## config.mk

```make
export PLATFORM = sky130hd
export DESIGN_NAME = buf_readout
export DESIGN_NICKNAME = d
export VERILOG_FILES = /design/src/rtl/buf_readout.sv
export SDC_FILE = /design/constraint.sdc
export NUM_CORES = 1
export LEC_CHECK = 0
export ABC_AREA = 1
export BUFFER_PORTS_ARGS = -buffer_cell sky130_fd_sc_hd__buf_2
export CORE_MARGIN = 5
export CORE_UTILIZATION = 30
export CTS_BUF_LIST = sky130_fd_sc_hd__clkbuf_8 sky130_fd_sc_hd__clkbuf_16
export CTS_CLUSTER_DIAMETER = 60
export DETAILED_ROUTE_END_ITERATION = 8
export MAX_ROUTING_LAYER = met4
export SETUP_SLACK_MARGIN = 0.2
export SLEW_MARGIN = 20
export SYNTH_ARGS = -nofsm -noshare
export SYNTH_HDL_FRONTEND = slang
export SYNTH_SLANG_ARGS = --single-unit
```

## constraint.sdc

```tcl
create_clock -name clk -period 1.9 [get_ports clk]
set_input_delay 0.095 -clock clk [delete_from_list [all_inputs] [get_ports clk]]
set_output_delay 0.095 -clock clk [all_outputs]
set_load 0.01 [all_outputs]
```

## src/rtl/buf_readout.sv

```systemverilog
// buf_readout: arms on a listen rise, counts DEPTH strobe rises into the ring
// buffer, then reads the frame back one word at a time over a valid/ready
// handshake. A wrapping checksum of the accepted words is published at the end.
module buf_readout #(
    parameter  int WIDTH = 16,
    parameter  int DEPTH = 8,
    localparam int PW    = $clog2(DEPTH)
) (
    input  logic             clk,
    input  logic             reset,
    input  logic             listen,
    input  logic             strobe,
    input  logic [WIDTH-1:0] dout,
    output logic [PW-1:0]    readPtr,
    output logic [WIDTH-1:0] out_data,
    output logic             out_valid,
    input  logic             out_ready,
    output logic             out_last,
    output logic [WIDTH-1:0] csum,
    output logic             csum_valid,
    output logic             busy,
    output logic             overrun
);

    typedef enum logic [2:0] {
        IDLE,
        FILL,
        READ,
        SEND,
        DONE
    } state_t;

    localparam logic [PW:0]   WCNT_LAST = (PW + 1)'(DEPTH - 1);
    localparam logic [PW-1:0] RPTR_LAST = PW'(DEPTH - 1);

    state_t           state_q, state_d;
    logic [PW:0]      wcnt_q, wcnt_d;
    logic [PW-1:0]    rptr_q, rptr_d;
    logic [WIDTH-1:0] out_data_q, out_data_d;
    logic             out_valid_q, out_valid_d;
    logic [WIDTH-1:0] acc_q, acc_d;
    logic [WIDTH-1:0] csum_q, csum_d;
    logic             csum_valid_q, csum_valid_d;
    logic             overrun_q, overrun_d;
    logic             listen_q, strobe_q;
    // Blocks a listen level that was already high across reset from looking
    // like a fresh arm request; it only opens once listen has been seen low.
    logic             listen_low_q, listen_low_d;
    logic             listen_rise, strobe_rise;

    // Edge detection on the registered copies; suppressed while reset is asserted.
    always_comb begin
        listen_rise  = reset && listen && !listen_q && listen_low_q;
        strobe_rise  = reset && strobe && !strobe_q;
        listen_low_d = listen_low_q || !listen;
    end

    // Next-state, counters, readout datapath and checksum accumulation.
    always_comb begin
        state_d      = state_q;
        wcnt_d       = wcnt_q;
        rptr_d       = rptr_q;
        out_data_d   = out_data_q;
        out_valid_d  = out_valid_q;
        acc_d        = acc_q;
        csum_d       = csum_q;
        csum_valid_d = 1'b0;
        overrun_d    = overrun_q;

        case (state_q)
            IDLE: begin
                if (listen_rise) begin
                    state_d   = FILL;
                    wcnt_d    = '0;
                    acc_d     = '0;
                    overrun_d = 1'b0;
                end
            end
            FILL: begin
                // A restart wins over a strobe rise on the same cycle.
                if (listen_rise) begin
                    wcnt_d = '0;
                    acc_d  = '0;
                end else if (strobe_rise) begin
                    wcnt_d = wcnt_q + 1'b1;
                    if (wcnt_q == WCNT_LAST) begin
                        state_d = READ;
                        rptr_d  = '0;
                    end
                end
            end
            READ: begin
                // dout reflects readPtr by the end of this single cycle.
                out_data_d  = dout;
                out_valid_d = 1'b1;
                state_d     = SEND;
            end
            SEND: begin
                if (out_ready) begin
                    out_valid_d = 1'b0;
                    acc_d       = acc_q + out_data_q;
                    if (rptr_q == RPTR_LAST) begin
                        state_d = DONE;
                    end else begin
                        rptr_d  = rptr_q + 1'b1;
                        state_d = READ;
                    end
                end
            end
            DONE: begin
                csum_d       = acc_q;
                csum_valid_d = 1'b1;
                state_d      = IDLE;
            end
            default: begin
                state_d = IDLE;
            end
        endcase

        // Writes while the frame is being read out are flagged, not acted on.
        if (strobe_rise && (state_q == READ || state_q == SEND || state_q == DONE)) begin
            overrun_d = 1'b1;
        end
    end

    // State and datapath registers with synchronous active-low reset.
    always_ff @(posedge clk) begin
        if (!reset) begin
            state_q      <= IDLE;
            wcnt_q       <= '0;
            rptr_q       <= '0;
            out_data_q   <= '0;
            out_valid_q  <= 1'b0;
            acc_q        <= '0;
            csum_q       <= '0;
            csum_valid_q <= 1'b0;
            overrun_q    <= 1'b0;
            listen_q     <= 1'b0;
            strobe_q     <= 1'b0;
            listen_low_q <= !listen;
        end else begin
            state_q      <= state_d;
            wcnt_q       <= wcnt_d;
            rptr_q       <= rptr_d;
            out_data_q   <= out_data_d;
            out_valid_q  <= out_valid_d;
            acc_q        <= acc_d;
            csum_q       <= csum_d;
            csum_valid_q <= csum_valid_d;
            overrun_q    <= overrun_d;
            listen_q     <= listen;
            strobe_q     <= strobe;
            listen_low_q <= listen_low_d;
        end
    end

    // Output drive.
    always_comb begin
        readPtr    = rptr_q;
        out_data   = out_data_q;
        out_valid  = out_valid_q;
        out_last   = out_valid_q && (rptr_q == RPTR_LAST);
        csum       = csum_q;
        csum_valid = csum_valid_q;
        busy       = (state_q != IDLE);
        overrun    = overrun_q;
    end

endmodule
```

==> results of run 1 <==
[power by group through the flow]
| stage | Clock (mW) | Sequential (mW) | Combinational, mW |
|---|---|---|---|
| after floorplan | 0 | 1.41 | 0.109 |
| after global placement | 0 | 1.41 | 0.174 |
| after detailed placement | 0 | 1.41 | 0.176 |
| after CTS | 1.27 | 1.38 | 0.207 |
| after global routing | 1.31 | 1.38 | 0.242 |
| final | 1.24 | 1.38 | 0.215 |
[per-stage QoR]
| step | hold slack (ns) | power (mW) |
|---|---|---|
| final | 0.0427 | 2.84 |
| after global routing | 0.0913 | 2.93 |
| after CTS | 0.0255 | 2.85 |
| after detailed placement | 0.300 | 1.58 |
| after global placement | 0.291 | 1.58 |
| after floorplan | 0.171 | 1.52 |
[worst paths after layout]
path | startpoint | to | slack [ns] | depth (start not counted)
worst max-delay path | acc_q[0] | acc_q[8] | 0.25 | 10
worst min-delay path | dout[1] | out_data[1] | 0.04 | 3
worst max register to register | acc_q[0] | acc_q[8] | 0.25 | 10
worst min register to register | listen_low_q | listen_low_q | 0.47 | 2
[metal layers]
metal,up-vias,GRT usage,routed length [µm]
met4,0,0.0449,104
met2,74,0.247,4390
met1,1490,0.172,4230
met5,-,-,0
met3,10,0.0319,481
li1,1742,-,-
[layout make-up]
class,instances,share of cell area
clock buffers,11,0.0340
flip-flops and latches,64,0.289
clock inverters,5,0.0124
repair buffers,89,0.127
multi-input cells,350,0.444
well taps,140,0.0393
inverters,62,0.0534
[repair_timing]
action,in CTS,in global routing
gates resized for setup,10,29
pin swaps,3,5
endpoints found under the hold margin,18,0
cloned,0,0
buffers inserted,3,3
setup endpoints to repair,3,23
hold buffers,18,0
[synth_stat cells (3+ instances only)]
| library cell | number | area [µm²] |
|---|---|---|
| clkbuf_1 | 7 | 26.3 |
| or2_2 | 3 | 18.8 |
| nand2_1 | 108 | 405 |
| inv_2 | 6 | 22.5 |
| inv_1 | 53 | 199 |
| nand3_1 | 27 | 135 |
| ha_1 | 18 | 225 |
| nor2_1 | 82 | 308 |
| nor2_4 | 4 | 45.0 |
| nand3b_1 | 5 | 37.5 |
| dfxtp_1 | 64 | 1280 |
| o21ai_0 | 42 | 210 |
| a21oi_1 | 38 | 190 |
| nor3_1 | 4 | 20.0 |
[sequential cells by signal (all words and copies together), names as in the netlist]
signal,cells
readPtr,3
csum,16
out_data,16
strobe_q,1
csum_valid,1
out_valid,1
state_q,3
listen_q,1
wcnt_q,4
acc_q,16
overrun,1
listen_low_q,1
[worst reg2reg max path, delay by kind of cell, from the launching register on]
| family | cells | cell delay, ns |
|---|---|---|
| buffers and inverters | 2 | 0.13 |
| AO/OA/AOI/OAI | 2 | 0.13 |
| adder cells (fa/ha/maj) | 2 | 0.48 |
| flip-flops | 1 | 0.36 |
| AND/OR/NAND/NOR | 4 | 0.45 |
[logic make-up (layout without fill, tap and decap cells)]
| logic type | count (synthesis) | after routing |
|---|---|---|
| AOI/OAI and AO/OA | 86 | 86 |
| xor gates and xnor gates | 2 | 2 |
| adders and majority gates | 19 | 19 |
| buffers and inverters | 74 | 167 |
| DFF | 64 | 64 |
| and+or+nand+nor | 243 | 243 |
==> summary.txt, run 1 <==
Yosys
  – Post-synthesis mux area share: 0
  – Simple-gate share of the synthesized area: 0.313
  – Area share of fa/ha/maj cells after synthesis: 0.0731
  – Synth Area in XOR/XNOR: 0.00522
  – Sequential share of the synthesized area: 0.382
  – Largest family of logic cells by synthesized area: simple AND/OR/NAND/NOR gates
  – Synth cell types: 34
  – Average cell area after synthesis: 6.88 µm²
  – Ys flop type: dfxtp_1
  – Yosys reg bits: 64
  – Post-synth EDFFs: 0
  – Syn Nets: 528
  – Async SR Flop Fraction: 0
  – Synth Area in Compound Gates: 0.137
  – Mapped Area: about 0.0034 mm²
  – Cells after Synth: ~490
  – Yosys Warn Count: 0

Power
  – Peak supply drop: 0.384 mV
  – Combinational fraction of design power: 0.076
  – Internal power: about 2.1 mW
  – Pwr dens: 637 mW/mm²
  – Psw: slightly above 700 µW
  – Clock Power Share: 0.438
  – Sequential power share: 0.486
  – Switch share: 0.249
  – Lkg Pwr: roughly 2.2 nW

Cells and area
  – Layout cells sized above 1: 0.250
  – Ant diodes: 0
  – Area grow syn2layout: 32.6%
  – Fillers: between 1000 and 1500
  – Commonest non-fill, non-tap cells in the layout: nand2_1 (103), nor2_1 (81), buf_2 (60), dfxtp_1 (58), inv_1 (51)
  – Final Util: 0.409
  – FF/Latch Area: 0.00129 mm²
  – Area of the multi-input gates: around 0.0020 mm²
  – Final Instance Count excl. Fillers: a little over 700
  – Most common cell after layout, fill and taps aside: nand2_1
  – Final net count: ~620
  – Final instance area: 0.00445 mm²

Drt
  – ANT nets after route: 0
  – Drt via density: roughly 4.6
  – Vias: approximately 3300
  – Routed Wire Length: roughly 9200 µm
  – Initial DRT Pass Iterations: 4
  – Drt drc: 0
  – Initial DRC count: ~170
  – Routed len/inst: between 10 and 15 µm

STA
  – Final setup viols: 0
  – Worst Skew: slightly below 0.009 ns
  – RSZ-0062 raised after global routing: true
  – Tightest Pin Transition: 0.482 ns
  – Final WS setup: ~0.25 ns
  – Setup tns final: 0 ns
  – Max-slew violation count: 0
  – Final Hold Violating Endpoints: 0
  – Period utilisation layout: 0.870
  – Fmax: around 0.6 GHz
  – Relative slew slack: 0.678
  – Tmin final: about 1.7 ns

Setup path
  – Critical path's top delay family: adder cells
  – Worst setup SP type: flip-flop
  – Critical-path top delay cell: dfxtp_2
  – Critical path data arrival time: 1.90 ns
  – Crit path required time: between 2 and 2.5 ns
  – Cell Chain, Critical Path: ha_4 > inv_2 > fa_2 > inv_2 > nand3_4 > nand3_4 > a21oi_4 > or2_4 > nand3_2 > a21oi_1
  – Setup CP Type: reg -> reg
  – Critical Path Fanout Max: 4
  – Kind of end point of the critical path: flip-flop
  – Crit-path max cell delay: ~0.36 ns
  – CP bufs+invs: 2

Floorplan
  – Core area: roughly 0.011 mm²
  – Die Width: between 100 and 150 µm
  – Placement row count: 38
  – Effective utilization at floorplan: 0.308
  – I/O pins: 61
  – Die area: between 0.01 and 0.015 mm²
  – Die Span Y: approximately 120 µm

GRT
  – Total GRT Usage: 0.146
  – Vias in the first global route: approximately 3300
  – Initial antenna violation count: 0
  – Largest net degree at the start of global routing: 25
  – Grt ovf: 0
  – First-pass GRT wire length: ~15000 µm

Placed design
  – GPL Wtd Cong: 0.900
  – Post-Place Setup Slack: 0.112 ns
  – I/O Buffers: 60
  – DP Area: 0.00382 mm²
  – Placed cell count: around 700
  – HPWL after detailed placement: 6440 µm

Status
  – Status: finished, final reports clean

Clock tree
  – Clock insertion delay at the later pin of the skew report: 0.36 ns
  – CTS max path bufs: 2
  – Reg clk slew, reported paths: ~0.08 ns
  – Root buffer cell: clkbuf_8
  – Htree depth: 3
  – Num Clock Sinks: 64
  – CTS Buf Count: 9
  – CTS tree: built

Flow run
  – Max Cap Viol: 0

Min path
  – HP Class: in -> reg
(Power assumes the default switching activity.)
==> run 2, diff against run 1 <==
--- a/config.mk
+++ b/config.mk
@@ -13,6 +13,7 @@
 export CTS_CLUSTER_DIAMETER = 60
 export DETAILED_ROUTE_END_ITERATION = 8
 export MAX_ROUTING_LAYER = met4
+export RECOVER_POWER = 25
 export SETUP_SLACK_MARGIN = 0.2
 export SLEW_MARGIN = 20
 export SYNTH_ARGS = -nofsm -noshare
==> run 2 against run 1 <==
- global-route usage unchanged
- sequential share of layout area rose by 0.15 points
- wire length fell by 0.52%
- first-iteration DRC count fell by 9.9%
- critical path depth unchanged
- final area down 0.70%
- critical path type unchanged
- largest cell class unchanged
==> summary.txt, run 2 (synthesized netlist as in run 1, its figures left out) <==
Cells and area
  – Ant diodes: 0 (unchanged)
  – Layout cells sized above 1: 0.207 (was 0.250)
  – Commonest non-fill, non-tap cells in the layout: nand2_1 (103), nor2_1 (81), dfxtp_1 (60), inv_1 (51), o21ai_0 (42) (was nand2_1 (103), nor2_1 (81), buf_2 (60), dfxtp_1 (58), inv_1 (51))
  – Area grow syn2layout: 31.7% (was 32.6%)
  – Most common cell after layout, fill and taps aside: nand2_1 (unchanged)
  – Final net count: 616 (unchanged)
  – Final Instance Count excl. Fillers: 721 (unchanged)
  – Final instance area: 0.00442 mm² (was 0.00445 mm²)
  – Final Util: 0.406 (was 0.409)

Floorplan
  – Core area: 0.0109 mm² (unchanged)
  – I/O pins: 61 (unchanged)
  – Effective utilization at floorplan: 0.308 (unchanged)
  – Die area: 0.0134 mm² (unchanged)
  – Die Span Y: 116 µm (unchanged)
  – Placement row count: 38 (unchanged)
  – Die Width: 116 µm (unchanged)

Setup path
  – Critical Path Fanout Max: 4 (unchanged)
  – Crit path required time: 2.14 ns (was 2.15 ns)
  – Worst setup SP type: flip-flop (unchanged)
  – Setup CP Type: reg -> reg (unchanged)
  – Critical path data arrival time: 1.90 ns (about the same)
  – Kind of end point of the critical path: flip-flop (unchanged)

Clock tree
  – CTS Buf Count: 9 (unchanged)
  – Root buffer cell: clkbuf_8 (unchanged)
  – Reg clk slew, reported paths: 0.08 ns (about the same)
  – CTS tree: built (unchanged)
  – Clock insertion delay at the later pin of the skew report: 0.35 ns (was 0.36 ns)
  – Num Clock Sinks: 64 (unchanged)
  – Htree depth: 3 (unchanged)
  – CTS max path bufs: 2 (unchanged)

STA
  – Final Hold Violating Endpoints: 0 (unchanged)
  – Final WS setup: 0.246 ns (was 0.247 ns)
  – Hold_ws: 0.0425 ns (was 0.0427 ns)
  – Worst Skew: 0.00942 ns (was 0.00869 ns)
  – Final setup viols: 0 (unchanged)
  – Tmin final: 1.65 ns (about the same)
  – RSZ-0062 raised after global routing: true (unchanged)
  – Setup tns final: 0 ns (unchanged)
  – Max-slew violation count: 0 (unchanged)
  – Fmax: 0.605 GHz (about the same)
  – Tightest Pin Transition: 0.490 ns (was 0.482 ns)
  – Relative slew slack: 0.673 (was 0.678)
  – Period utilisation layout: 0.870 (about the same)

Drt
  – Drt via density: 4.57 (was 4.60)
  – ANT nets after route: 0 (unchanged)
  – Initial DRC count: 155 (was 172)
  – Vias: 3293 (was 3316)
  – Routed len/inst: 12.7 µm (was 12.8 µm)
  – Routed Wire Length: 9160 µm (was 9200 µm)
  – Initial DRT Pass Iterations: 4 (unchanged)
  – Drt drc: 0 (unchanged)

GRT
  – Initial antenna violation count: 0 (unchanged)
  – Vias in the first global route: 3284 (unchanged)
  – Total GRT Usage: 0.146 (unchanged)
  – First-pass GRT wire length: 15100 µm (unchanged)
  – Grt ovf: 0 (unchanged)
  – Largest net degree at the start of global routing: 25 (unchanged)

Power
  – Peak supply drop: 0.386 mV (was 0.384 mV)
  – Pwr dens: 642 mW/mm² (was 637 mW/mm²)
  – Pwr Total: 2.84 mW (unchanged)
  – Lkg Pwr: 2.14 nW (was 2.24 nW)

Placed design
  – DP Area: 0.00382 mm² (unchanged)
  – Post-Place Setup Slack: 0.112 ns (unchanged)
  – I/O Buffers: 60 (unchanged)
  – HPWL after detailed placement: 6440 µm (unchanged)
  – GPL Wtd Cong: 0.900 (unchanged)
  – Placed cell count: 681 (unchanged)

Flow run
  – Max Cap Viol: 0 (unchanged)

Min path
  – HP Class: in -> reg (unchanged)

Status
  – Status: finished, final reports clean (unchanged)
-- run 2: cell types whose count changed in the layout (fill, tap and decap cells not counted), sizes merged --
cell,previous run,this run
buf,71,48
clkbuf,11,34
-- run 2: cell type report --
| class | instances | area [µm²] |
|---|---|---|
| Fill cell | 1139 | 6470 |
| Sequential cell | 64 | 1290 |
| Timing Repair Buffer | 89 | 538 |
| Multi-Input combinational cell | 350 | 1980 |
| Inverter | 62 | 238 |
| Clock inverter | 5 | 55.1 |
| Tap cell | 140 | 175 |
| Clock buffer | 11 | 151 |
-- run 2: worst paths after layout --
path                     start      endpoint  slack, ns  cells after the start
setup / recovery   out_data[0]      acc_q[8]       0.25                     10
setup reg to reg   out_data[0]      acc_q[8]       0.25                     10
hold reg to reg   listen_low_q  listen_low_q       0.47                      2
hold / removal         dout[1]   out_data[1]       0.04                      3
-- run 2: power by group --
part,leakage [nW],switching (mW),internal [mW]
clock,0.101,0.573,0.673
combinational,1.52,0.118,0.0967
sequential,0.519,0.0187,1.36
-- run 2: critical path: stages (launching register included) --
cell and delay (ns):
dfxtp_2 0.36, ha_4 0.15, inv_2 0.03, fa_2 0.34, inv_2 0.09, nand3_4 0.07
nand3_4 0.10, a21oi_4 0.07, or2_4 0.23, nand3_2 0.05, a21oi_1 0.06
-- run 2: timing repair --
action	CTS	global route
endpoints found under the hold margin	18	0
setup buffers	3	3
hold buffers	18	0
resized for setup	10	29
pin swaps	3	5
endpoints found under the setup margin	3	23
-- run 2: layer usage --
metal / vias to the layer above / global-route usage / wire length (µm)
met1: 1470 / 0.172 / 4250
met2: 69 / 0.247 / 4370
met3: 13 / 0.0319 / 420
met5: - / - / 0
met4: 0 / 0.0449 / 121
li1: 1741 / - / -
